[src/rtl/huffman_decoder.sv]
// huffman_decoder
//   Serial Huffman decoder. A 6-entry code table (code word + contiguous LSB
//   mask per entry) is loaded on a code_valid pulse. Bits then arrive MSB-first,
//   one per bit_valid/bit_ready handshake. When the accumulated bits equal an
//   entry's code at that entry's length, the symbol SYM_BASE+i-1 is presented
//   on sym_valid/sym_data. If CODE_W bits accumulate without a match, err
//   pulses for one cycle and decoding restarts with the next bit.
//
//   Handshakes: a transfer happens on a rising edge where valid && ready.
//   Valid never waits for ready. Once sym_valid is high, sym_valid and
//   sym_data hold until sym_ready is seen.
//
// Ports
//   clk, reset         clock; asynchronous active-low reset
//   code_valid         one-cycle table load strobe (wins over bit/symbol traffic)
//   HC1..HC6, M1..M6   code words and masks (M=0 marks an unused entry)
//   bit_in/bit_valid/bit_ready   serial bit input stream
//   sym_data/sym_valid/sym_ready decoded symbol output stream
//   err                one-cycle pulse when no code matched in CODE_W bits
//   state_dbg          current FSM state (0 = EMPTY, 1 = RUN)
//   dec_count          symbols delivered, saturating (HUFF_DEC_STATS_EN only)
//
// Build option: define HUFF_DEC_STATS_EN to add the dec_count output.
module huffman_decoder #(
  parameter int          CODE_W   = 8,
  parameter logic [7:0]  SYM_BASE = 8'd1
) (
  input  logic              clk,
  input  logic              reset,
  input  logic              code_valid,
  input  logic [CODE_W-1:0] HC1,
  input  logic [CODE_W-1:0] HC2,
  input  logic [CODE_W-1:0] HC3,
  input  logic [CODE_W-1:0] HC4,
  input  logic [CODE_W-1:0] HC5,
  input  logic [CODE_W-1:0] HC6,
  input  logic [CODE_W-1:0] M1,
  input  logic [CODE_W-1:0] M2,
  input  logic [CODE_W-1:0] M3,
  input  logic [CODE_W-1:0] M4,
  input  logic [CODE_W-1:0] M5,
  input  logic [CODE_W-1:0] M6,
  input  logic              bit_in,
  input  logic              bit_valid,
  output logic              bit_ready,
  output logic              sym_valid,
  input  logic              sym_ready,
  output logic [7:0]        sym_data,
  output logic              err,
  output logic              state_dbg
`ifdef HUFF_DEC_STATS_EN
  ,
  output logic [15:0]       dec_count
`endif
);

  localparam int LW = $clog2(CODE_W + 1);

  typedef enum logic {EMPTY = 1'b0, RUN = 1'b1} state_t;

  state_t state, state_nxt;

  logic [CODE_W-1:0] hc_in [6];
  logic [CODE_W-1:0] m_in  [6];
  logic [CODE_W-1:0] hc_q  [6];
  logic [CODE_W-1:0] m_q   [6];
  logic [LW-1:0]     l_q   [6];

  logic [CODE_W-1:0] shift, next_shift;
  logic [LW-1:0]     len, nlen;
  logic              accept, hit, full;
  logic [2:0]        hit_idx;

  assign hc_in = '{HC1, HC2, HC3, HC4, HC5, HC6};
  assign m_in  = '{M1, M2, M3, M4, M5, M6};

  function automatic logic [LW-1:0] popcount(input logic [CODE_W-1:0] v);
    logic [LW-1:0] c;
    c = '0;
    for (int k = 0; k < CODE_W; k++) c = c + LW'(v[k]);
    return c;
  endfunction

  // FSM: state register
  always_ff @(posedge clk or negedge reset) begin
    if (!reset) state <= EMPTY;
    else        state <= state_nxt;
  end

  // FSM: next state and bit_ready. A table load cycle never takes a bit, so
  // bit_ready is suppressed while code_valid is high.
  always_comb begin
    state_nxt = state;
    bit_ready = 1'b0;
    if (code_valid) state_nxt = RUN;
    if (state == RUN && !code_valid) bit_ready = !sym_valid || sym_ready;
  end

  assign state_dbg = state;
  assign accept    = bit_valid && bit_ready;

  // Match search on the shift contents including the incoming bit. The loop
  // runs from the top entry down so the lowest matching index is kept.
  always_comb begin
    next_shift = {shift[CODE_W-2:0], bit_in};
    nlen       = len + LW'(1);
    full       = (nlen == LW'(CODE_W));
    hit        = 1'b0;
    hit_idx    = 3'd0;
    for (int i = 5; i >= 0; i--) begin
      if (l_q[i] != '0 && l_q[i] == nlen && (next_shift & m_q[i]) == hc_q[i]) begin
        hit     = 1'b1;
        hit_idx = 3'(i);
      end
    end
  end

  always_ff @(posedge clk or negedge reset) begin
    if (!reset) begin
      for (int i = 0; i < 6; i++) begin
        hc_q[i] <= '0;
        m_q[i]  <= '0;
        l_q[i]  <= '0;
      end
      shift     <= '0;
      len       <= '0;
      sym_data  <= '0;
      sym_valid <= 1'b0;
      err       <= 1'b0;
    end else if (code_valid) begin
      for (int i = 0; i < 6; i++) begin
        hc_q[i] <= hc_in[i];
        m_q[i]  <= m_in[i];
        l_q[i]  <= popcount(m_in[i]);
      end
      shift     <= '0;
      len       <= '0;
      sym_valid <= 1'b0;
      err       <= 1'b0;
    end else begin
      err <= 1'b0;
      if (sym_valid && sym_ready) sym_valid <= 1'b0;
      if (accept) begin
        if (hit) begin
          // A new match overrides the drop above: back-to-back symbols.
          sym_valid <= 1'b1;
          sym_data  <= SYM_BASE + {5'd0, hit_idx};
          shift     <= '0;
          len       <= '0;
        end else if (full) begin
          err   <= 1'b1;
          shift <= '0;
          len   <= '0;
        end else begin
          shift <= next_shift;
          len   <= nlen;
        end
      end
    end
  end

`ifdef HUFF_DEC_STATS_EN
  always_ff @(posedge clk or negedge reset) begin
    if (!reset)                                  dec_count <= '0;
    else if (code_valid)                         dec_count <= '0;
    else if (sym_valid && sym_ready && dec_count != 16'hFFFF)
                                                 dec_count <= dec_count + 16'd1;
  end
`endif

endmodule

[config.mk]
export PLATFORM = sky130hd
export DESIGN_NAME = huffman_decoder
export DESIGN_NICKNAME = d
export VERILOG_FILES = /design/src/rtl/huffman_decoder.sv
export SDC_FILE = /design/constraint.sdc
export NUM_CORES = 1
export LEC_CHECK = 0
export CAP_MARGIN = 20
export CORE_MARGIN = 5
export CORE_UTILIZATION = 55
export CTS_CLUSTER_DIAMETER = 60
export CTS_CLUSTER_SIZE = 14
export DETAILED_ROUTE_END_ITERATION = 8
export GPL_TIMING_DRIVEN = 0
export PLACE_DENSITY = 0.81
export SYNTH_ARGS = -nofsm -noshare
export SYNTH_HDL_FRONTEND = slang
export SYNTH_SLANG_ARGS = --single-unit
[constraint.sdc]
create_clock -name clk -period 4.55 [get_ports clk]
set_input_delay 0.455 -clock clk [delete_from_list [all_inputs] [get_ports clk]]
set_output_delay 0.455 -clock clk [all_outputs]
set_load 0.02 [all_outputs]
==> results of run 1 <==
-- cell usage after synthesis, types with 2 or more instances --
master       n  area, um2
mux2i_1      6       60.1
dfrtp_1    138       3450
a22o_1       3       26.3
nand4_1      6       37.5
nor2b_1      3       18.8
inv_1       59        221
xnor2_1     19        166
o2bb2ai_1    7       61.3
xor2_1      46        403
ha_1        20        250
and3_1       6       37.5
mux2_2     109       1230
nand2_1     50        188
o22ai_1      2       12.5
nand3_1      6       30.0
nor2_1      19       71.3
a21oi_1     19       95.1
a32o_1       8       80.1
and2_1       2       12.5
nor4_2       3       37.5
fa_1        24        480
nor3_1       7       35.0
buf_4        4       30.0
nor4_1       3       18.8
or4_1        4       30.0
clkbuf_1    20       75.1
buf_2        3       15.0
-- power by group --
part | internal [mW] | leakage, nW | switching [mW]
Sequential | 1.40 | 1.66 | 0.137
Combinational | 0.427 | 2.11 | 0.376
Clock | 1.07 | 0.328 | 0.516
Total | 2.89 | 4.10 | 1.03
-- stage by stage --
stage	cells	hold slack (ns)	power (mW)	TNS [ns]	area, um2
3_5_place_dp	905	0.371	2.34	0	8730
5_1_grt	938	0.517	4.10	0	9430
3_3_place_gp	904	0.473	2.28	-321.81	8700
6_report	938	0.493	3.92	0	9430
4_1_cts	938	0.496	3.93	0	9430
2_1_floorplan	619	0.159	2.04	0	7390
-- kinds of logic after synthesis --
group | after synthesis | share of synthesized area, %
mux | 116 | 17.6
buf+inv | 88 | 4.83
compound gates | 47 | 4.66
fa+ha+maj | 44 | 9.90
xor+xnor | 67 | 8.31
simple gates | 115 | 7.88
other cells | 1 | 0.0508
flops | 138 | 46.8
-- sequential cells by signal, indices dropped and copies added, names as in the netlist --
name       flops
err            1
hc_q          48
l_q           24
len            4
m_q           48
shift          7
state_dbg      1
sym_data       4
sym_valid      1
-- area by class of cell --
type / count / area (um2)
clock inverter: 12 / 218
multi-input combinational: 393 / 3580
fill: 911 / 3760
clock buffer: 20 / 467
tap: 176 / 220
inverter: 59 / 221
buffer: 29 / 135
sequential: 138 / 3450
timing repair buffer: 111 / 1130
-- metal layers --
layer	up-vias	wire length [um]	share of wire [%]
met4	0	446	2.5
met2	196	9210	51
met3	33	1070	6.0
li1	2337	-	-
met5	-	0	0
met1	2631	7200	40
-- worst reg2reg max path, stage by stage, from the launching register on --
cell and delay [ns]:
dfrtp_1 0.40, ha_1 0.27, clkbuf_1 0.45, xor2_1 0.12, or4_1 0.55, or4_1 0.52, a21oi_1 0.15, o21bai_1 0.10
nor2b_1 0.15, ha_1 0.23, xor2_1 0.15, mux2_2 0.28
-- repair_timing --
| item | CTS | global route |
|---|---|---|
| gates resized for setup | 0 | 0 |
| endpoints found under the hold margin | 34 | 0 |
| hold buffers | 1 | 0 |
-- path summary, 6_finish.rpt --
check	slack (ns)	startpoint	endpoint	cells after the start
max in group asynchronous	3.25	reset	m_q[30]$_DFFE_PN0P_	3
worst min-delay path	0.49	reset	hc_q[47]$_DFFE_PN0P_	2
worst min register to register	0.50	sym_data[3]$_DFFE_PN0P_	sym_data[3]$_DFFE_PN0P_	1
worst max register to register	1.05	len[1]$_DFFE_PN0P_	sym_data[2]$_DFFE_PN0P_	11
worst max-delay path	1.05	len[1]$_DFFE_PN0P_	sym_data[2]$_DFFE_PN0P_	11
min in group clk	0.50	sym_data[3]$_DFFE_PN0P_	sym_data[3]$_DFFE_PN0P_	1
==> results.cfg, run 1 <==
[floorplan]
initial_utilization_pct = 56.0
core_area_um2 = 13200
fp-row-count = 42
num_io_pins = 114
dieArea_um2 = 15800
die_x_um = 126
die_h_um = 126

[synth]
yosysUniqueCellTypes = 47
yosys_warnings = 0
syn_area_per_cell_um2 = 12.0
synth-seq-area-share_pct = 46.8
syn_area_um2 = 7380
synthArstFlopShare_pct = 100
syn-instance-count = 616
synth_seq_cells = 138
synthFlopType = dfrtp_1
synth-edff-count = 0

[critical_path]
critPathTopFamily = simple AND/OR/NAND/NOR gates
critical_path_required_ns = 4.85
path_cells = ha_1 > clkbuf_1 > xor2_1 > or4_1 > or4_1 > a21oi_1 > o21bai_1 > nor2b_1 > ha_1 > xor2_1 > mux2_2
path_buf_inv = 1
arrival_ns = 3.80
slowest_stage = or4_1
max_stage_delay_ns = 0.55
cp-end-kind = flop
critPathLaunchType = flop
criticalPathCategory = flop to flop
critical_path.max_fanout = 7

[timing]
timing.final.ws_setup_ns = 1.05
final-setup-viol-count = 0
skew_ns = 0.00520
drv_slew = 0
hold_viol_final = 0
worstMarginPinSlew_ns = 0.971
period_needed_ns = 3.50
max_clock_freq_mhz = 286
grt_setup_unrepaired = false
relSlewSlack_pct = 34.7
fin_crit_sh_pct = 76.9

[routing]
via_per_inst = 5.54
num_vias = 5197
drt_first_pass_iters = 5
antenna_left = 0
routed_wirelength_um = 17900
post-route-drc-count = 0
routedWlPerCell_um = 19.1
dr.first_iter.drc_count = 291

[job]
drv_cap = 0

[global_routing]
grt_max_degree = 105
use_met1_pct = 29.4
antenna_found_initial = 0
grt_pass1_wl_um = 29200
grt_busiest_layer = met2
grtUsageMet2_pct = 40.2
grt_usage_pct = 23.7
grt_remaining_overflow = 0
grt_pass1_vias = 5769
grt_use_met3_pct = 5.38

[layout]
utilization_pct = 71.5
layout_common_cells = dfrtp_1 (138), mux2_2 (109), clkdlybuf4s50_1 (108)
final_common_cell = dfrtp_1
post_route_cells_drive_above_1_share_pct = 21.1
fin_nets = 895
antenna_cells = 0
syn_to_final_growth_pct = 27.7

[placement]
dpl.hpwl_um = 12900
numPortBuffers = 109
place_ws_ns = 0.838
gp_congestion = 0.864

[pwr]
p_leak_nw = 4.10
powerDensity_nw_per_um2 = 416
ir_drop_mv = 0.275

[outcome]
status = finished, final reports clean

[cts]
path_clk_slew_ns = 0.06
cts_setup_buffers = 0
cts-root-buf = clkbuf_16
cts.sink_count = 138
htree_levels = 4
cts_buffers = 17
clock_latency_ns = 0.42
cts_tree = yes
cts_buffer_depth = 2

[worst_hold_path]
hold_class = input port to async pin
Note: power is estimated with default switching activity, not from simulation.
==> run 2: changes to the inputs <==
- clock period: 4.55 -> 3.4 ns (I/O delays scaled with it)
==> results.cfg, run 2 (synthesis results as in run 1) <==
[global_routing]
grt_pass1_wl_um = 29200
grt_remaining_overflow = 0
grt_usage_pct = 23.7
antenna_found_initial = 0
grt_max_degree = 105
grt_pass1_vias = 5763

[layout]
final_common_cell = dfrtp_1
fin_nets = 897
syn_to_final_growth_pct = 28.1
post_route_cells_drive_above_1_share_pct = 21.7
layout_common_cells = dfrtp_1 (138), mux2_2 (109), clkdlybuf4s50_1 (108)
instances_no_fill = 940
utilization_pct = 71.7
top_regs = hc_q (48), m_q (48), l_q (24)
final_area_um2 = 9460
antenna_cells = 0

[critical_path]
cp-end-kind = flop
critical_path.max_fanout = 9
arrival_ns = 3.55
criticalPathCategory = flop to flop
critical_path_required_ns = 3.70
critPathLaunchType = flop

[timing]
max_clock_freq_mhz = 307
hold_viol_final = 0
grt_setup_unrepaired = false
worstMarginPinSlew_ns = 0.856
drv_slew = 0
relSlewSlack_pct = 43.0
final-setup-viol-count = 0
tns_ns = 0
hold_ws_ns = 0.381
skew_ns = 0.00678
timing.final.ws_setup_ns = 0.145
fin_crit_sh_pct = 95.7
period_needed_ns = 3.26

[cts]
cts_tree = yes
clock_latency_ns = 0.42
cts_buffer_depth = 2
cts_buffers = 17
cts-root-buf = clkbuf_16
cts.sink_count = 138
htree_levels = 4
path_clk_slew_ns = 0.06

[placement]
dpl.hpwl_um = 12900
gp_congestion = 0.864
numPortBuffers = 109
place_ws_ns = -0.197
dp.cells = 905
place_area_um2 = 8730

[floorplan]
core_area_um2 = 13200
num_io_pins = 114
initial_utilization_pct = 56.0
dieArea_um2 = 15800
die_h_um = 126
fp-row-count = 42
die_x_um = 126

[routing]
antenna_left = 0
routed_wirelength_um = 17900
post-route-drc-count = 0
routedWlPerCell_um = 19.1
num_vias = 5154
drt_first_pass_iters = 4
dr.first_iter.drc_count = 307
via_per_inst = 5.48

[pwr]
finalPower_mw = 5.26
p_leak_nw = 4.11
powerDensity_nw_per_um2 = 556
ir_drop_mv = 0.365

[job]
drv_cap = 0

[worst_hold_path]
hold_class = input port to async pin

[outcome]
status = finished, final reports clean
[run 2: final timing paths]
check | startpoint | endpoint | slack [ns] | cells after the start
setup / recovery | len[0]$_DFFE_PN0P_ | sym_data[1]$_DFFE_PN0P_ | 0.14 | 10
hold / removal | reset | hc_q[47]$_DFFE_PN0P_ | 0.38 | 2
setup reg to reg | len[0]$_DFFE_PN0P_ | sym_data[1]$_DFFE_PN0P_ | 0.14 | 10
hold reg to reg | sym_data[3]$_DFFE_PN0P_ | sym_data[3]$_DFFE_PN0P_ | 0.50 | 1
max in group asynchronous | reset | m_q[30]$_DFFE_PN0P_ | 2.20 | 3
min in group clk | sym_data[3]$_DFFE_PN0P_ | sym_data[3]$_DFFE_PN0P_ | 0.50 | 1
[run 2: final cells by class]
type,instances,area [um2]
Multi-Input combinational cell,393,3590
Fill cell,908,3730
Timing Repair Buffer,114,1150
Tap cell,176,220
Inverter,59,221
Clock buffer,20,467
Sequential cell,138,3450
Clock inverter,12,218
Buffer,28,131
[run 2: layer usage]
| layer | track usage [%] | wire, um | share of wire, % | up-vias |
|---|---|---|---|---|
| li1 | - | - | - | 2332 |
| met1 | 29.5 | 7020 | 39 | 2621 |
| met2 | 40.2 | 9340 | 52 | 173 |
| met3 | 5.38 | 1240 | 6.9 | 28 |
| met4 | 9.97 | 352 | 2.0 | 0 |
| met5 | 0 | 0 | 0 | - |
[run 2: worst max-delay path: stages (launching register included)]
cell	delay, ns
dfrtp_1	0.35
buf_2	0.29
nand3_1	0.17
xor2_2	0.58
mux2i_1	0.18
nor4_1	0.50
a21oi_1	0.15
o21bai_1	0.20
nor2b_1	0.16
ha_1	0.24
mux2_1	0.29
[run 2: timing repair]
item	4_1_cts	5_1_grt
hold endpoints to repair	34	0
gates resized for setup	0	2
buffers inserted	0	3
hold buffers	1	0
pin swaps	0	1
endpoints found under the setup margin	2	9
[run 2: power by group]
group	switching, mW	internal, mW
sequential	0.184	1.87
clock	0.690	1.43
combinational	0.505	0.578
total	1.38	3.88
==> run 3: changes to the inputs <==
- PLACE_DENSITY: 0.81 -> 0.8
==> results.cfg, run 3 (synthesis results as in run 1) <==
[outcome]
status = finished, violations left
violations = negative hold slack

[routing]
antenna_left = 0
routed_wirelength_um = 17900
routedWlPerCell_um = 19.1
num_vias = 5161
post-route-drc-count = 0
drt_first_pass_iters = 5
dr.first_iter.drc_count = 346
via_per_inst = 5.52

[worst_hold_path]
hold_class = input port to async pin

[critical_path]
critical_path_required_ns = 3.70
critical_path.max_fanout = 9
path_buf_inv = 1
slowest_stage = nor4_1
critPathTopFamily = simple AND/OR/NAND/NOR gates
path_cells = buf_2 > nand3_1 > xor2_2 > mux2i_1 > nor4_1 > a21oi_1 > o21bai_1 > nor2b_1 > ha_1 > mux2_1
criticalPathCategory = flop to flop
max_stage_delay_ns = 0.56
cp-end-kind = flop
arrival_ns = 3.57
critPathLaunchType = flop

[pwr]
share_seq_of_total_power_pct = 42.2
p_leak_nw = 4.05
powerDensity_nw_per_um2 = 523
p_switching_mw = 1.32
ir_drop_mv = 0.362
internal_power_mw = 3.55
netSwitchingFraction_pct = 27.0
clkPwrFrac_pct = 35.7
pwr-share-comb_pct = 22.1

[floorplan]
die_h_um = 126
initial_utilization_pct = 56.0
die_x_um = 126
num_io_pins = 114
dieArea_um2 = 15800
core_area_um2 = 13200
fp-row-count = 42

[layout]
layout_common_cells = dfrtp_1 (138), mux2_2 (109), clkdlybuf4s50_1 (108)
antenna_cells = 0
top_regs = hc_q (48), m_q (48), l_q (24)
fin_nets = 896
nFillCells = 948
post_route_cells_drive_above_1_share_pct = 20.9
final_common_cell = dfrtp_1
syn_to_final_growth_pct = 26.2

[placement]
place_ws_ns = -0.200
gp_congestion = 0.855
dpl.hpwl_um = 13000
numPortBuffers = 109

[timing]
final-setup-viol-count = 0
worstMarginPinSlew_ns = 0.898
drv_slew = 0
max_clock_freq_mhz = 306
period_needed_ns = 3.27
relSlewSlack_pct = 40.1
hold_ws_ns = -0.0149
hold_viol_final = 37
timing.final.ws_setup_ns = 0.131
skew_ns = 0.00681
grt_setup_unrepaired = false
tns_ns = 0
fin_crit_sh_pct = 96.1

[global_routing]
grt_pass1_vias = 5775
antenna_found_initial = 0
grt_usage_pct = 23.6
grt_remaining_overflow = 0
grt_pass1_wl_um = 29000
grt_max_degree = 84

[cts]
cts_tree = yes
ctsHoldBuffers = 0
cts_buffers = 17
clock_latency_ns = 0.42
cts-root-buf = clkbuf_16
htree_levels = 4
path_clk_slew_ns = 0.05
cts_buffer_depth = 2
cts.sink_count = 138

[job]
drv_cap = 0
[run 3: stage by stage]
step / utilization (%) / hold slack [ns] / total power [mW] / area, um2 / cells
finish: 70.6 / -0.0149 / 4.87 / 9320 / 935
global route: 70.6 / 0.0388 / 5.12 / 9320 / 935
CTS: 70.4 / 0.0110 / 4.88 / 9280 / 932
detailed placement: 66.2 / 0.448 / 3.13 / 8730 / 905
global placement: 66.0 / 0.471 / 3.06 / 8700 / 904
floorplan: - / 0.0444 / 2.73 / 7390 / 619
[run 3: path summary, 6_finish.rpt]
kind | slack [ns] | startpoint | to | cells past startpoint
worst max-delay path | 0.13 | len[0]$_DFFE_PN0P_ | sym_data[1]$_DFFE_PN0P_ | 10
worst min-delay path | -0.01 | reset | m_q[3]$_DFFE_PN0P_ | 1
worst max register to register | 0.13 | len[0]$_DFFE_PN0P_ | sym_data[1]$_DFFE_PN0P_ | 10
worst min register to register | 0.49 | state_dbg$_DFFE_PN0P_ | state_dbg$_DFFE_PN0P_ | 1
max in group asynchronous | 2.67 | reset | hc_q[26]$_DFFE_PN0P_ | 2
min in group clk | 0.49 | state_dbg$_DFFE_PN0P_ | state_dbg$_DFFE_PN0P_ | 1
[run 3: area by class of cell]
type | instances | area (um2) | area share [%]
inverter | 59 | 221 | 2.38
buffer | 28 | 131 | 1.41
multi-input combinational | 393 | 3590 | 38.6
timing repair buffer | 113 | 1140 | 12.3
sequential | 138 | 3450 | 37.1
tap | 176 | 220 | 2.36
clock inverter | 2 | 35.0 | 0.376
clock buffer | 26 | 519 | 5.57
[run 3: repair_timing]
action	CTS	global route
cloned	0	0
endpoints found under the setup margin	2	2
setup buffers	0	3
pin swaps	0	1
resized for setup	0	2
[run 3: power by group through the flow]
stage / Clock, mW / Sequential [mW] / Combinational, mW
after global placement: 0 / 2.06 / 0.998
after floorplan: 0 / 2.03 / 0.695
after CTS: 1.75 / 2.05 / 1.08
final: 1.74 / 2.06 / 1.08
after detailed placement: 0 / 2.08 / 1.06
after global routing: 1.84 / 2.08 / 1.20
[run 3: per-layer routing]
| layer | wire length [um] | GRT usage, % | vias up |
|---|---|---|---|
| li1 | - | - | 2344 |
| met1 | 7230 | 28.5 | 2627 |
| met2 | 9400 | 41.5 | 157 |
| met3 | 851 | 5.38 | 33 |
| met4 | 413 | 8.71 | 0 |
| met5 | 0 | 0 | - |
